### config.mk
export PLATFORM = sky130hd
export DESIGN_NAME = sync_fifo_param
export DESIGN_NICKNAME = d
export VERILOG_FILES = /design/src/rtl/sync_fifo_param.sv
export SDC_FILE = /design/constraint.sdc
export NUM_CORES = 1
export LEC_CHECK = 0
export ABC_CLOCK_PERIOD_IN_PS = 4100
export BUFFER_PORTS_ARGS = -buffer_cell sky130_fd_sc_hd__buf_2
export CORE_MARGIN = 5
export CORE_UTILIZATION = 59
export CTS_BUF_LIST = sky130_fd_sc_hd__clkbuf_8
export DETAILED_ROUTE_END_ITERATION = 12
export GPL_TIMING_DRIVEN = 0
export PLACE_DENSITY = 0.82
export SLEW_MARGIN = 25
export SYNTH_ARGS = -nofsm -noshare
export SYNTH_HDL_FRONTEND = slang
export SYNTH_SLANG_ARGS = --single-unit
### constraint.sdc
create_clock -name clk -period 4.1 [get_ports clk]
set_input_delay 0.82 -clock clk [delete_from_list [all_inputs] [get_ports clk]]
set_output_delay 0.82 -clock clk [all_outputs]
set_load 0.01 [all_outputs]
### src/rtl/sync_fifo_param.sv
// Parameterised single-clock FIFO with level, almost flags, sticky errors and optional FWFT.
// Latency: standard mode data_out one cycle after an accepted read; FWFT head visible the cycle after it is written.
// Backpressure: writes while full and reads while empty are dropped and raise sticky overflow/underflow.
//
// Ports:
//   clk, rst                    clock, asynchronous active-high reset
//   data_in, write_en           write data and request
//   read_en                     read request (pop/acknowledge in FWFT mode)
//   clr_err                     synchronous clear of overflow/underflow
//   data_out, rd_valid          read data and its qualifier
//   full, empty                 level == DEPTH / level == 0
//   almost_full, almost_empty   level >= AF_THRESH / level <= AE_THRESH
//   level                       number of stored entries
//   overflow, underflow         sticky error flags
module sync_fifo_param #(
  parameter int DATA_W    = 8,
  parameter int DEPTH     = 16,
  parameter int AF_THRESH = 14,
  parameter int AE_THRESH = 2,
  parameter int FWFT      = 0
) (
  input  logic                     clk,
  input  logic                     rst,
  input  logic [DATA_W-1:0]        data_in,
  input  logic                     write_en,
  input  logic                     read_en,
  input  logic                     clr_err,
  output logic [DATA_W-1:0]        data_out,
  output logic                     rd_valid,
  output logic                     full,
  output logic                     empty,
  output logic                     almost_full,
  output logic                     almost_empty,
  output logic [$clog2(DEPTH):0]   level,
  output logic                     overflow,
  output logic                     underflow
);

  localparam int AW = $clog2(DEPTH);
  localparam int LW = AW + 1;

  logic [DATA_W-1:0] mem [DEPTH];
  logic [AW-1:0]     wr_ptr;
  logic [AW-1:0]     rd_ptr;
  logic              wr_ok;
  logic              rd_ok;

  // Flags decode the registered level, so acceptance uses pre-edge state:
  // a write while full is refused even if a read frees a slot this cycle.
  assign full         = (level == LW'(DEPTH));
  assign empty        = (level == '0);
  assign almost_full  = (level >= LW'(AF_THRESH));
  assign almost_empty = (level <= LW'(AE_THRESH));

  assign wr_ok = write_en && !full;
  assign rd_ok = read_en && !empty;

  // Storage is deliberately not reset.
  always_ff @(posedge clk) begin
    if (wr_ok) begin
      mem[wr_ptr] <= data_in;
    end
  end

  // Pointers are exactly AW bits, so they wrap DEPTH-1 -> 0 for free.
  always_ff @(posedge clk or posedge rst) begin
    if (rst) begin
      wr_ptr <= '0;
      rd_ptr <= '0;
      level  <= '0;
    end else begin
      if (wr_ok) wr_ptr <= wr_ptr + AW'(1);
      if (rd_ok) rd_ptr <= rd_ptr + AW'(1);
      case ({wr_ok, rd_ok})
        2'b10:   level <= level + LW'(1);
        2'b01:   level <= level - LW'(1);
        default: level <= level;
      endcase
    end
  end

  // A new error in the same cycle as clr_err keeps the flag set.
  always_ff @(posedge clk or posedge rst) begin
    if (rst) begin
      overflow  <= 1'b0;
      underflow <= 1'b0;
    end else begin
      if (write_en && full)  overflow <= 1'b1;
      else if (clr_err)      overflow <= 1'b0;
      if (read_en && empty)  underflow <= 1'b1;
      else if (clr_err)      underflow <= 1'b0;
    end
  end

  generate
    if (FWFT != 0) begin : g_fwft
      // Head word is presented combinationally; zero while nothing is stored.
      assign data_out = empty ? '0 : mem[rd_ptr];
      assign rd_valid = !empty;
    end else begin : g_std
      logic [DATA_W-1:0] dout_q;
      logic              vld_q;

      // Reads the pre-edge head, so a same-cycle write never bypasses.
      always_ff @(posedge clk or posedge rst) begin
        if (rst) begin
          dout_q <= '0;
          vld_q  <= 1'b0;
        end else begin
          vld_q <= rd_ok;
          if (rd_ok) dout_q <= mem[rd_ptr];
        end
      end

      assign data_out = dout_q;
      assign rd_valid = vld_q;
    end
  endgenerate

endmodule

# Word level (Yosys, flattened, before mapping)
# Memories as Yosys holds them, arrays and structs flattened. A register that Yosys moved wholly into a read port is not among the register bits.
# Index checks and enable logic that the tools add are counted.
# classes
addsub	4
order_cmp	2
eq_ne	3
muxes	6
n_reduce_logical	10
# op_table
op	count
5-bit case mux with 2 select lines	1
4-bit by 1-bit adder with 4-bit output (second input constant)	2
2-bit nonzero test	3
5-bit by 1-bit adder with 5-bit output (second input constant)	1
5-bit equality test (second input constant)	1
5-bit by 4-bit greater-or-equal comparator with 1-bit output (second input constant)	1
5-bit by 2-bit less-or-equal comparator with 1-bit output (second input constant)	1
5-bit logical NOT	1
1-bit 2-to-1 mux	5
5-bit by 1-bit subtractor with 5-bit output (second input constant)	1
1-bit logical AND	4
2-bit by 1-bit equality test with 1-bit output (second input constant)	1
2-bit equality test (second input constant)	1
1-bit logical NOT	2
# totals
register_bits	16
ram_bits	128
output_inout_bits	20
wordCells	32
memories	1
# memory_table
memory	depth	word_bits	rd	rd_clocked_by_memory_dff	write_ports	line	source
mem	16	8	1	1	1	42	logic [DATA_W-1:0] mem [DEPTH];

# Logic depth before layout (Yosys ltp)
# logic_depth
depth_word	5
mapped_depth	12

# Least setup slack after synthesis
# OpenSTA, ideal clock, no wires.
# synth_path
path_type	reg2reg
start	register level[0]
end	register level[4]
t_arrival_ps	2584
setup_slack_ps	1383
stages_incl_launch_ff	12
n_path_buf	1
period_less_slack_ps	2717
path_cell_list	dfrtp_1 > or4_4 > o21ai_2 > inv_2 > ha_1 > clkbuf_1 > xor2_1 > ha_1 > o211a_1 > o31ai_1 > a31oi_1 > xor2_1
# synth_between
elab_chain_len	5
elab_cells_between_ends	12
classes_between	add/sub: 2; eq/ne: 3; mux: 1; reduce/logical: 6
# synth_lines
item	line	source
start: declaration	34	output logic [$clog2(DEPTH):0] level,
start signal: assignment	75	2'b10: level <= level + LW'(1);
start signal: assignment	76	2'b01: level <= level - LW'(1);
start signal: assignment	77	default: level <= level;
5-bit logical NOT *	51	assign empty = (level == '0);
1-bit logical NOT *	56	assign rd_ok = read_en && !empty;
1-bit logical AND *	56	
net rd_ok	46	logic rd_ok;
2-bit by 1-bit equality test with 1-bit output / 2-bit equality test (equally long branches)	74	case ({wr_ok, rd_ok})
5-bit case mux with 2 select lines / 2-bit nonzero test (equally long branches)	n/a	
# The timed path passes the listed nets; every way through them passes the cells marked *.
# A chain may end at the register's enable or synchronous reset.

# Worst setup path in the final report
# layout_path
start	register level[1]
end	register level[4]
# layout_between
elab_chain_len	5
elab_cells_between_ends	12
classes_between	add/sub: 2; eq/ne: 3; mux: 1; reduce/logical: 6
# layout_lines
item	line
5-bit equality test / 5-bit logical NOT (equally long branches)	50, 51
1-bit logical NOT (on tied branches)	55, 56
1-bit logical AND (on tied branches)	55, 56
2-bit by 1-bit equality test with 1-bit output / 2-bit equality test (equally long branches)	74
5-bit case mux with 2 select lines / 2-bit nonzero test (equally long branches)	n/a
# Parallel ways exist; a longest one is shown, timed or not.

==> metrics.txt <==
status=finished clean; clk buf depth=2; drt drc=0; Synth top area share=0.6289; critical path's top delay family=compound AO/OA/AOI/OAI gates; TritonCTS Buffers=17; grt met2 use=0.3217; Worst IR Drop VDD=326.1 µV; clk sinks=152; Arrival @ worst endpoint=3.41 ns; area of the mapped netlist=6112 µm²; share of layout cells above drive strength 1=0.3111; Final ANT Viol Nets=0; Yosys warning count=0; first-pass GRT wire length=17620 µm; post-layout util=0.6732; post-CTS repair timing setup buffer count=0; largest net degree at the start of global routing=25; Post-Syn Nets=347; Via density=5.941; die width=111.8 µm; Worst EP required=4.42 ns; Die Area=12490 µm²; launch point of the worst path=level[1]; GRT busiest layer=met2; ANT cells=0; First DRT Iteration DRCs=181; maximum clock rate=0.3233 GHz; ys flop type=edfxtp_1; die height=111.8 µm; Worst-Skew Late Latency=0.44 ns; Avg Synthesized Cell Area=18.81 µm²; Netlist cell types=41; row cnt=37; fillers=648; Syn Inst Count=325; clock slew at reported path FFs=0.09 ns; Worst Skew=0.01178 ns; Rel. slew slack=0.3427; # H-tree levels=4; max_cap viols=0; most frequent cells in the layout=edfxtp_1 (128), buf_2 (41), mux4_2 (32); setup TNS=0 ns; Synth-to-Final Area Change=12.69%; r2r startpoint=level[1]; Routed Wire Length=11250 µm; Slowest cell on crit path=nor4_1; Synth area leader=edfxtp_1; critical path type=reg2reg; Clock Tree Root=clkbuf_8; fin crit share=0.7544; Cell Pwr Density=675.2 nW/µm²; sequential-to-total area share from yosys stat=0.7271; core area=10230 µm²; grt ovf=0; Setup crit start kind=flop; most common cell after layout, fill and taps aside=edfxtp_1; crit path capture type=flop; Max Slew Vio Count=0; Worst Path Buf+Inv=3; IO Pins=33; hold buffers post-CTS=0; initial antenna violation count=0; Post-synth EDFFs=128; met3 usage=0.04511; largest cells by area after synthesis=edfxtp_1 (63%), mux4_2 (12%), dfrtp_1 (9.8%); ys async rst share=0.1579; RSZ-0062 raised after global routing=no; GR Layer Usage met1=0.2537; vias=3119; DR WL/cell=21.43 µm; port bufs=32; P_leak=0.002444 µW; vias in the first global route=3252; drt first pass iters=5; Post-CTS Resized=0; final number of hold-violating endpoints=0; HP Class=in2async; synthesized flop and latch total=152; Total GRT Usage=0.1913; min cycle time layout=3.093 ns; Slew @ Worst Pin=0.9823 ns; crit-path max FO=10; Final setup viols=0; CTS tree=yes; Worst path max stage delay=0.45 ns; hpwl dp=7281 µm; fin nets=398; critical-path cell list=buf_2 -> nor4_1 -> a21boi_2 -> inv_1 -> ha_1 -> clkbuf_1 -> xor2_1 -> ha_1 -> o211a_1 -> o31ai_1 -> a31oi_1 -> xor2_1; GPL Wtd Cong=0.8328; Initial Util=0.5974
synth_stat cells, types with 2 or more instances:
| library cell | instances |
|---|---|
| nor2_1 | 15 |
| nand2b_1 | 3 |
| dfrtp_1 | 24 |
| o21ai_0 | 4 |
| inv_1 | 6 |
| mux2i_1 | 16 |
| buf_1 | 2 |
| nor3_1 | 4 |
| o221ai_1 | 8 |
| edfxtp_1 | 128 |
| xor2_1 | 4 |
| buf_4 | 3 |
| ha_1 | 9 |
| nand4_1 | 2 |
| clkbuf_1 | 4 |
| a21oi_1 | 3 |
| mux4_2 | 32 |
| buf_2 | 9 |
| nand2_1 | 21 |
| a22o_1 | 2 |
| xnor2_1 | 6 |
cell families after synthesis:
family,after synthesis,share of synthesized area
muxes,49,0.1460
and+or+nand+nor,53,0.04054
buffers and inverters,26,0.02088
AOI/OAI and AO/OA,26,0.03276
adders and majority gates,9,0.01842
DFF,152,0.7271
xor gates and xnor gates,10,0.01433
registers in the layout, summed over array words and instances (netlist names):
register   cells
mem          128
data_out       8
level          5
rd_ptr         4
wr_ptr         4
overflow       1
rd_valid       1
underflow      1
worst paths after layout:
check | end | slack (ns) | cells after the start
setup / recovery | level[4] | 1.01 | 12
hold / removal | level[4] | 0.45 | 2
setup reg to reg | level[4] | 1.01 | 12
hold reg to reg | data_out[6] | 0.50 | 2
max in group asynchronous | data_out[3] | 3.22 | 2
min in group clk | data_out[6] | 0.50 | 2
metal layers:
metal | vias up | share of wire
met5 | - | 0
met4 | 0 | 0.013
met3 | 15 | 0.068
met2 | 144 | 0.52
met1 | 1571 | 0.40
li1 | 1389 | -
worst reg2reg max path, stage by stage (launching register included):
cell and delay, ns:
dfrtp_1 0.40, buf_2 0.19, nor4_1 0.45, a21boi_2 0.23, inv_1 0.13, ha_1 0.17, clkbuf_1 0.31, xor2_1 0.12
ha_1 0.23, o211a_1 0.23, o31ai_1 0.25, a31oi_1 0.10, xor2_1 0.17
through the flow:
| stage | cells | total power, µW | hold slack (ns) | setup slack, ns | cell area (µm²) |
|---|---|---|---|---|---|
| 3_3_place_gp | 493 | 3420 | 0.4765 | 1.098 | 6442 |
| 5_1_grt | 525 | 4888 | 0.4898 | 0.8048 | 6888 |
| 4_1_cts | 525 | 4684 | 0.5010 | 1.047 | 6888 |
| 6_report | 525 | 4651 | 0.4516 | 1.007 | 6888 |
| 2_1_floorplan | 325 | 3066 | 0.5216 | 1.383 | 6112 |
| 3_5_place_dp | 493 | 3488 | 0.4759 | 0.9786 | 6462 |
area by class of cell:
| type | count | area, µm² | area share |
|---|---|---|---|
| well taps | 136 | 170.2 | 0.02470 |
| flip-flops and latches | 152 | 4444 | 0.6452 |
| plain buffers | 19 | 101.3 | 0.01471 |
| repair buffers | 32 | 160.2 | 0.02325 |
| multi-input cells | 147 | 1560 | 0.2265 |
| clock inverters | 15 | 191.4 | 0.02779 |
| inverters | 7 | 26.28 | 0.003815 |
| clock buffers | 17 | 234.0 | 0.03397 |
power breakdown:
group	total [µW]	internal [µW]	leakage (µW)	switching [µW]
combinational	1420	639	0.000781	784
clock	1210	618	0.000215	589
sequential	2020	1920	0.00145	106
total	4650	3170	0.00244	1480
Power figures use the tool's default switching activity.
